**src/rtl/ysyx_22050039_pkg.sv**
```systemverilog
// Shared decode constants and FSM state type for the ysyx_22050039 decode/issue unit.
package ysyx_22050039_pkg;

  localparam logic [6:0]  OP_IMM      = 7'b0010011;
  localparam logic [2:0]  F3_ADDI     = 3'b000;
  localparam logic [31:0] EBREAK_INST = 32'h0010_0073;

  localparam logic FUNC_ADD    = 1'b1;
  localparam logic FUNC_EBREAK = 1'b0;

  typedef enum logic [1:0] {
    StIdle,
    StIssue,
    StWaitWb,
    StHalt
  } idu_state_e;

endpackage

```
**src/rtl/ysyx_22050039_RegisterFile.sv**
```systemverilog
// 32-entry integer register file: one combinational read port, one write port, x0 reads zero.
module ysyx_22050039_RegisterFile #(
  parameter int unsigned XLEN = 64
) (
  input  logic            clk,
  input  logic            rst,
  input  logic            we,
  input  logic [4:0]      waddr,
  input  logic [XLEN-1:0] wdata,
  input  logic [4:0]      raddr,
  output logic [XLEN-1:0] rdata
);

  logic [XLEN-1:0] regs_q [32];
  logic [XLEN-1:0] regs_d [32];

  always_comb begin
    regs_d = regs_q;
    if (we && (waddr != 5'd0)) begin
      regs_d[waddr] = wdata;
    end
    regs_d[0] = '0;
  end

  always_ff @(posedge clk or negedge rst) begin
    if (!rst) begin
      for (int i = 0; i < 32; i++) begin
        regs_q[i] <= '0;
      end
    end else begin
      regs_q <= regs_d;
    end
  end

  assign rdata = (raddr == 5'd0) ? '0 : regs_q[raddr];

endmodule

```
**src/rtl/ysyx_22050039_idu.sv**
```systemverilog
// Decode/issue unit: one instruction in flight, ADDI and EBREAK only.
// Optional illegal-instruction trap enabled by YSYX_22050039_IDU_ILLEGAL_TRAP_EN.
module ysyx_22050039_idu
  import ysyx_22050039_pkg::*;
#(
  parameter int unsigned XLEN = 64
) (
  input  logic            clk,
  input  logic            rst,
  input  logic            in_valid,
  output logic            in_ready,
  input  logic [31:0]     in_inst,
  output logic            out_valid,
  input  logic            out_ready,
  output logic            out_func,
  output logic [XLEN-1:0] out_src1,
  output logic [XLEN-1:0] out_src2,
  output logic [4:0]      out_rd,
  input  logic            wb_valid,
  input  logic [4:0]      wb_rd,
  input  logic [XLEN-1:0] wb_data,
  output logic            halted,
  output logic            illegal
);

  idu_state_e      state_q, state_d;
  logic            func_q, func_d;
  logic [XLEN-1:0] src1_q, src1_d;
  logic [XLEN-1:0] src2_q, src2_d;
  logic [4:0]      rd_q, rd_d;
  logic            halted_q, halted_d;
  logic [XLEN-1:0] rs1_data;
  logic            is_addi, is_ebreak;

  ysyx_22050039_RegisterFile #(
    .XLEN (XLEN)
  ) u_regfile (
    .clk   (clk),
    .rst   (rst),
    .we    (wb_valid),
    .waddr (wb_rd),
    .wdata (wb_data),
    .raddr (in_inst[19:15]),
    .rdata (rs1_data)
  );

  assign is_addi   = (in_inst[6:0] == OP_IMM) && (in_inst[14:12] == F3_ADDI);
  assign is_ebreak = (in_inst == EBREAK_INST);

`ifdef YSYX_22050039_IDU_ILLEGAL_TRAP_EN
  logic illegal_q, illegal_d;
`endif

  always_comb begin
    state_d  = state_q;
    func_d   = func_q;
    src1_d   = src1_q;
    src2_d   = src2_q;
    rd_d     = rd_q;
    halted_d = halted_q;
`ifdef YSYX_22050039_IDU_ILLEGAL_TRAP_EN
    illegal_d = illegal_q;
`endif
    unique case (state_q)
      StIdle: begin
        if (in_valid) begin
          if (is_addi) begin
            func_d  = FUNC_ADD;
            src1_d  = rs1_data;
            src2_d  = {{(XLEN-12){in_inst[31]}}, in_inst[31:20]};
            rd_d    = in_inst[11:7];
            state_d = StIssue;
          end else if (is_ebreak) begin
            func_d  = FUNC_EBREAK;
            src1_d  = '0;
            src2_d  = '0;
            rd_d    = '0;
            state_d = StIssue;
          end else begin
`ifdef YSYX_22050039_IDU_ILLEGAL_TRAP_EN
            illegal_d = 1'b1;
            halted_d  = 1'b1;
            state_d   = StHalt;
`endif
          end
        end
      end
      StIssue: begin
        if (out_ready) begin
          if (func_q == FUNC_ADD) begin
            state_d = StWaitWb;
          end else begin
            halted_d = 1'b1;
            state_d  = StHalt;
          end
        end
      end
      StWaitWb: begin
        if (wb_valid) begin
          state_d = StIdle;
        end
      end
      StHalt: begin
        state_d = StHalt;
      end
      default: state_d = StIdle;
    endcase
  end

  always_ff @(posedge clk or negedge rst) begin
    if (!rst) begin
      state_q  <= StIdle;
      func_q   <= 1'b0;
      src1_q   <= '0;
      src2_q   <= '0;
      rd_q     <= '0;
      halted_q <= 1'b0;
    end else begin
      state_q  <= state_d;
      func_q   <= func_d;
      src1_q   <= src1_d;
      src2_q   <= src2_d;
      rd_q     <= rd_d;
      halted_q <= halted_d;
    end
  end

`ifdef YSYX_22050039_IDU_ILLEGAL_TRAP_EN
  always_ff @(posedge clk or negedge rst) begin
    if (!rst) begin
      illegal_q <= 1'b0;
    end else begin
      illegal_q <= illegal_d;
    end
  end
  assign illegal = illegal_q;
`else
  assign illegal = 1'b0;
`endif

  assign in_ready  = (state_q == StIdle);
  assign out_valid = (state_q == StIssue);
  assign out_func  = func_q;
  assign out_src1  = src1_q;
  assign out_src2  = src2_q;
  assign out_rd    = rd_q;
  assign halted    = halted_q;

endmodule

```
**config.mk**
```make
export PLATFORM = sky130hd
export DESIGN_NAME = ysyx_22050039_idu
export DESIGN_NICKNAME = d
export VERILOG_FILES = /design/src/rtl/ysyx_22050039_pkg.sv /design/src/rtl/ysyx_22050039_RegisterFile.sv /design/src/rtl/ysyx_22050039_idu.sv
export SDC_FILE = /design/constraint.sdc
export NUM_CORES = 2
export LEC_CHECK = 0
export BUFFER_PORTS_ARGS = -buffer_cell sky130_fd_sc_hd__buf_2
export CORE_MARGIN = 4
export CORE_UTILIZATION = 57
export DETAILED_ROUTE_END_ITERATION = 16
export GPL_ROUTABILITY_DRIVEN = 1
export PLACE_DENSITY = 0.77
export SLEW_MARGIN = 10
export SYNTH_ARGS = -nofsm -noshare
export SYNTH_HDL_FRONTEND = slang
export SYNTH_SLANG_ARGS = --single-unit
```
**constraint.sdc**
```tcl
create_clock -name clk -period 1.71 [get_ports clk]
set_input_delay 0.2565 -clock clk [delete_from_list [all_inputs] [get_ports clk]]
set_output_delay 0.2565 -clock clk [all_outputs]
set_load 0.01 [all_outputs]
```
**Yosys cells after proc, flatten, opt, wreduce, memory -nomap -nowiden**

Cells that the tools add are included.

- Bits in registers: 2,121
- Bits of input ports: 106
- Output and inout bits: 138

- Magnitude comparators: 3
- Eq/ne operators: 9
- Muxes and demuxes: 21
- Bitwise gates (word level): 3
- Reductions and logical operators: 11

Operators by type and width:

| cell | count |
|---|---|
| $bwmux 2048 | 1 |
| $mux 64 | 7 |
| $bmux 64 s5 | 1 |
| $demux 64 s5 | 1 |
| $eq 32x21->1 const B | 1 |
| $ge 6x6->1 const B | 2 |
| $not 5->6 | 2 |
| $mux 2 | 5 |
| $mux 5 | 2 |
| $pmux 2 s4 | 1 |
| $eq 7x5->1 const B | 1 |
| $lt 6x1->1 const B | 1 |
| $reduce_and 3->1 | 2 |
| $logic_not 5->1 | 1 |
| $reduce_bool 5->1 | 1 |
| $eq 2x2->1 const B | 2 |
| $ne 2x2->1 const B | 2 |
| $reduce_and 4->1 | 1 |
| $logic_and 1x1->1 | 3 |
| $logic_not 3->1 | 1 |
| $mux 1 | 3 |
| $ne 3x1->1 const B | 1 |
| $eq 2x1->1 const B | 1 |
| $logic_not 2->1 | 1 |
| 3 further kinds | 3 |

**Depth between registers and ports, before layout**

- Depth in word-level cells: 6
- Gate-level depth with buffers: 11

**By module**

Synthesis repeated with hierarchy kept, for this count alone.

- Cell total of the unflattened synthesis: 6,691
- Area total of the unflattened synthesis: 94,439.3 um^2

Modules (own cells, without submodules):

| module | instances | cells each | area each (um^2) | seq. area each (um^2) |
|---|---|---|---|---|
| ysyx_22050039_RegisterFile | 1 | 6,255 | 90,596.9 | 49,647.6 |
| ysyx_22050039_idu | 1 | 436 | 3,842.4 | 2,127.0 |

**Least setup slack after synthesis**

Ideal clock, no wire load.

- Path type: reg-to-reg
- From: register state_q[1]
- To: register src1_q[10], in the netlist out_src1[10]
- Setup time: 132 ps
- Data arrival time: 1,709 ps
- Data required time: 1,578 ps
- Setup slack: -131 ps
- Cell stages (with the launch flop): 9
- Period minus slack after synthesis: 1,841 ps
- Cell sequence: dfrtp_1 -> nor2_1 -> and4_1 -> nand2_1 -> nand2b_1 -> buf_2 -> clkbuf_1 -> a22oi_1 -> o21ai_1

- Cells in the longest elaborated chain, start to end: 2

Ends and longest elaborated chain:

| element | RTL line | text |
|---|---|---|
| start: declaration | ysyx_22050039_idu.sv:26 | `idu_state_e state_q, state_d;` |
| start signal: assignment | ysyx_22050039_idu.sv:112 | `state_q <= StIdle;` |
| start signal: assignment | ysyx_22050039_idu.sv:119 | `state_q <= state_d;` |
| $logic_not 2->1 | - |  |
| net in_ready | ysyx_22050039_idu.sv:11 | `output logic in_ready,` |
| $reduce_and 3->1 (no line) | - |  |
| end signal: assignment | ysyx_22050039_idu.sv:121 | `src1_q <= src1_d;` |
| end: declaration | ysyx_22050039_idu.sv:28 | `logic [XLEN-1:0] src1_q, src1_d;` |

The timed path passes the listed nets, and every way through them passes these cells.
A chain may end at the register's enable or synchronous reset.

**Worst setup path after layout**

- From: register state_q[0]
- To: register src1_q[30], in the netlist out_src1[30]

- Cells in the longest elaborated chain, start to end: 2

Ends and longest elaborated chain:

| element | RTL line | text |
|---|---|---|
| $logic_not 2->1 | ysyx_22050039_idu.sv:64 | `unique case (state_q)` |
| $reduce_and 3->1 (no line) | - |  |

Every way passes these cells.

==> summary by stage <==
Synth
The average footprint of a synthesized cell is between 15 and 20 um2. In this run the cell area of the synthesized design comes to ~94000 um2. After synthesis, the share of flip-flops with an asynchronous set or reset is 1.00. The total of warnings raised by yosys is 0.

The number of different library cells in the post-synthesis netlist is 62. The synthesized instance count is 6119. Of the synthesized area, sequential elements account for 0.554. Among all flip-flop cells after synthesis, the most frequent one is sky130_fd_sc_hd__dfrtp_1. When the netlist entered floorplanning its net count stood at around 6200. Counting flops with a built-in enable in the synthesized netlist gives 0. After synthesis the netlist holds a flip-flop and latch count of around 2100.

Global routing
The first global-routing pass estimated roughly 410000 um of wire. The number of antenna violations at the first check in global routing came to 18. The maximum number of pins on one net before global-route repair is ~130.

The via count of the first global-routing pass is ~62000. The overall track demand over capacity in global routing is 0.322. After global routing the overflow that remains totals 0.

Cells and area
The area growth from synthesis to final layout is 19.0%. The leading cell type in the layout, fill and taps excluded is sky130_fd_sc_hd__dfrtp_1. Leaving out filler cells and counting taps, the final layout contains approximately 9000. Across the whole layout, storage elements account for between 50000 and 60000 um2. The net total in the final layout is between 6000 and 7000.

The top cell types in the final layout, fill and taps aside, are sky130_fd_sc_hd__dfrtp_1 (2046), sky130_fd_sc_hd__mux2_2 (1826), sky130_fd_sc_hd__buf_4 (404), sky130_fd_sc_hd__mux4_2 (393), sky130_fd_sc_hd__buf_12 (251). The final core utilization is 0.683. In the final layout, the share of cells above drive strength 1 is 0.557.

The filler cells instantiated in the layout total ~11000. The area used by multi-input combinational logic is between 30000 and 40000 um2.

Clocking
Clock tree synthesis inserted a total of 205 buffers. The clock passes through at most 3 buffers. The worst-skew pair later-pin latency is around 0.86 ns. TritonCTS built the clock tree. The clock sink count is 2069.

The tree is rooted in a sky130_fd_sc_hd__clkbuf_16. The clock slew seen by the registers of the worst setup and hold paths is roughly 0.06 ns. The count of H-tree levels built during CTS is 4.

Route
In this run, the number of DRC markers left after iteration 0 of detailed routing was roughly 6000. The detail route stage leaves a number of antenna-violating nets equal to 0. The routed layout has slightly below 60000 vias. Wires add up to between 200000 and 300000 um. For this run, the detailed router's first-pass iteration total came to 6.

After detailed routing, the number of remaining DRC violations is 0. The number of vias per cell is ~6.5. After detailed routing, the average wire length per cell comes to roughly 30 um.

STA
The final critical path time including I/O delays and setup is 1.93 ns. The sum of negative setup slack is -15.77 ns. Across all hold checks on the routed design, the worst slack comes to 0.0515 ns. The count of pins over their slew limit is 0. The pin slew with the least headroom to its limit is between 0.9 and 1 ns. Of the available clock period, the critical path in the final layout requires 1.13. The fmax is 0.519 GHz. Setup violations remaining at the end of the flow were counted as around 110. The worst slew slack as a fraction of its limit is 0.363. Setup repair after global routing could not meet its margin everywhere. The maximum clock skew at final layout is approximately 0.030 ns. The final number of hold-violating endpoints was 0.

The final setup slack of the worst path is -0.218 ns.

Floorplanning
The number of rows in the core area is 148. The initial standard-cell utilization of the core is 0.574. The floorplan step defined a die boundary enclosing roughly 170000 um2. The chip height is 413 um.

The floorplan die width is 413 um. The placeable core region is roughly 160000 um2. During I/O placement, the number of pins put on the boundary was around 240.

Min path
The worst hold path belongs to the class input pin to flop.

Placement
The number of port buffers is roughly 240. Once detailed placement completed, the half-perimeter wirelength came to 176000 um. The global placer's final weighted congestion is between 0.8 and 0.9. The number of placed instances with taps included is 8507.

Outcome
The checks that failed: negative setup slack. The flow ran to the end, but the final reports show violations.

Power and ir drop
Power spread over the standard cell area amounts to between 1000 and 1500 nW/um2. VDD sags by at most 1.21 mV. The leakage power is about 0.051 uW.

Worst setup path
The worst setup path is launched from a flop. The data required time at the worst endpoint is ~2.5 ns. Of all nets on the critical path, the largest fanout is 8.

The critical path is of the flop to flop type. Data arrives at the worst endpoint at approximately 2.7 ns. The element type at the critical path end is a flop.

Run
The max-cap violation count is 0.
-- cell type report --
class | count | area share
antenna | 12 | 0.000270
timing repair buffer | 956 | 0.0919
clock buffer | 305 | 0.0553
clock inverter | 71 | 0.00930
multi-input combinational | 3394 | 0.353
inverter | 5 | 0.000202
sequential | 2069 | 0.466
tap | 2175 | 0.0245
-- sequential cells by signal, summed over array words and instances, names as in the netlist --
register and count:
state_q 2, out_src1 64, out_rd 5, halted 1, u_regfile.regs_q 1984, out_func 1, out_src2 12
-- worst paths after layout --
check	end	slack, ns	from	cells after the start
worst max-delay path	out_src1[30]	-0.22	state_q[0]	8
min in group asynchronous	u_regfile.regs_q[798]	0.12	rst	3
max in group asynchronous	u_regfile.regs_q[1289]	0.79	rst	4
worst min register to register	out_src2[5]	0.46	out_src2[5]	2
worst min-delay path	u_regfile.regs_q[747]	0.05	wb_data[43]	2
worst max register to register	out_src1[30]	-0.22	state_q[0]	8
-- power by group --
| group | total, uW | internal [uW] | switching, uW |
|---|---|---|---|
| clock network | 47700 | 28200 | 19500 |
| logic | 20800 | 12800 | 8040 |
| registers | 63000 | 58100 | 4900 |
-- per-layer routing --
| layer | GRT usage | up-vias | part of all wire |
|---|---|---|---|
| met2 | 0.493 | 2576 | 0.46 |
| met3 | 0.0791 | 589 | 0.089 |
| met1 | 0.450 | 31600 | 0.41 |
| met4 | 0.120 | 2 | 0.039 |
| met5 | 0 | - | 0.000055 |
| li1 | - | 23700 | - |
-- per-stage QoR --
| step | instance area [um2] | setup slack [ns] | total power [uW] |
|---|---|---|---|
| after global placement | 103000 | -0.582 | 82600 |
| after floorplan | 94600 | -0.0872 | 77200 |
| after global routing | 111000 | -0.237 | 136000 |
| after CTS | 111000 | -0.210 | 132000 |
| final | 111000 | -0.218 | 132000 |
| after detailed placement | 103000 | -0.591 | 84000 |
-- synthesized netlist by cell type, types with 4 or more instances --
cell type	number	share of area
sky130_fd_sc_hd__o211ai_1	14	0.0011
sky130_fd_sc_hd__a221oi_1	34	0.0032
sky130_fd_sc_hd__nor2_2	9	0.00060
sky130_fd_sc_hd__mux2_2	1984	0.24
sky130_fd_sc_hd__a22oi_1	123	0.0099
sky130_fd_sc_hd__nor3_1	18	0.00096
sky130_fd_sc_hd__mux4_2	393	0.095
sky130_fd_sc_hd__o22ai_1	95	0.0064
sky130_fd_sc_hd__mux2_1	57	0.0069
sky130_fd_sc_hd__dfrtp_1	2069	0.55
sky130_fd_sc_hd__clkbuf_1	272	0.011
sky130_fd_sc_hd__o21bai_1	9	0.00072
sky130_fd_sc_hd__o21ai_0	20	0.0011
sky130_fd_sc_hd__o31ai_1	11	0.00088
sky130_fd_sc_hd__o21ai_1	33	0.0018
sky130_fd_sc_hd__nor2_1	90	0.0036
sky130_fd_sc_hd__buf_2	186	0.010
sky130_fd_sc_hd__mux2i_1	138	0.015
sky130_fd_sc_hd__a222oi_1	11	0.0012
sky130_fd_sc_hd__o221a_2	21	0.0025
sky130_fd_sc_hd__buf_4	138	0.011
sky130_fd_sc_hd__nor2_8	4	0.00086
sky130_fd_sc_hd__nor2_4	4	0.00048
sky130_fd_sc_hd__a221o_1	7	0.00075
sky130_fd_sc_hd__nand2_1	144	0.0058
sky130_fd_sc_hd__inv_1	4	0.00016
sky130_fd_sc_hd__buf_6	47	0.0057
sky130_fd_sc_hd__buf_1	6	0.00024
sky130_fd_sc_hd__a21oi_1	41	0.0022
sky130_fd_sc_hd__a211oi_1	9	0.00072
sky130_fd_sc_hd__nand3_1	76	0.0041
-- cells by family after synthesis --
logic type,after synthesis,synth area share
mux,2572,0.355
flops,2069,0.554
buf+inv,656,0.0385
compound gates,437,0.0332
simple gates,384,0.0196
other cells,1,0.0000401
-- repair_timing --
item / CTS / global route
resized for setup: 91 / 41
endpoints found under the hold margin: 2452 / 0
gates cloned: 2 / 3
pin swaps: 2 / 8
buffers inserted: 32 / 9
hold buffers: 49 / 0
endpoints found under the setup margin: 167 / 148
-- critical path, cell delays in order (launching register included) --
cell,delay (ns)
sky130_fd_sc_hd__dfrtp_1,0.42
sky130_fd_sc_hd__nor2_4,0.14
sky130_fd_sc_hd__nand4_1,0.24
sky130_fd_sc_hd__buf_4,0.25
sky130_fd_sc_hd__nor3_4,0.15
sky130_fd_sc_hd__buf_6,0.20
sky130_fd_sc_hd__buf_16,0.25
sky130_fd_sc_hd__a22oi_2,0.09
sky130_fd_sc_hd__o21ai_1,0.10
No activity file was read; power rests on OpenSTA's default activity.
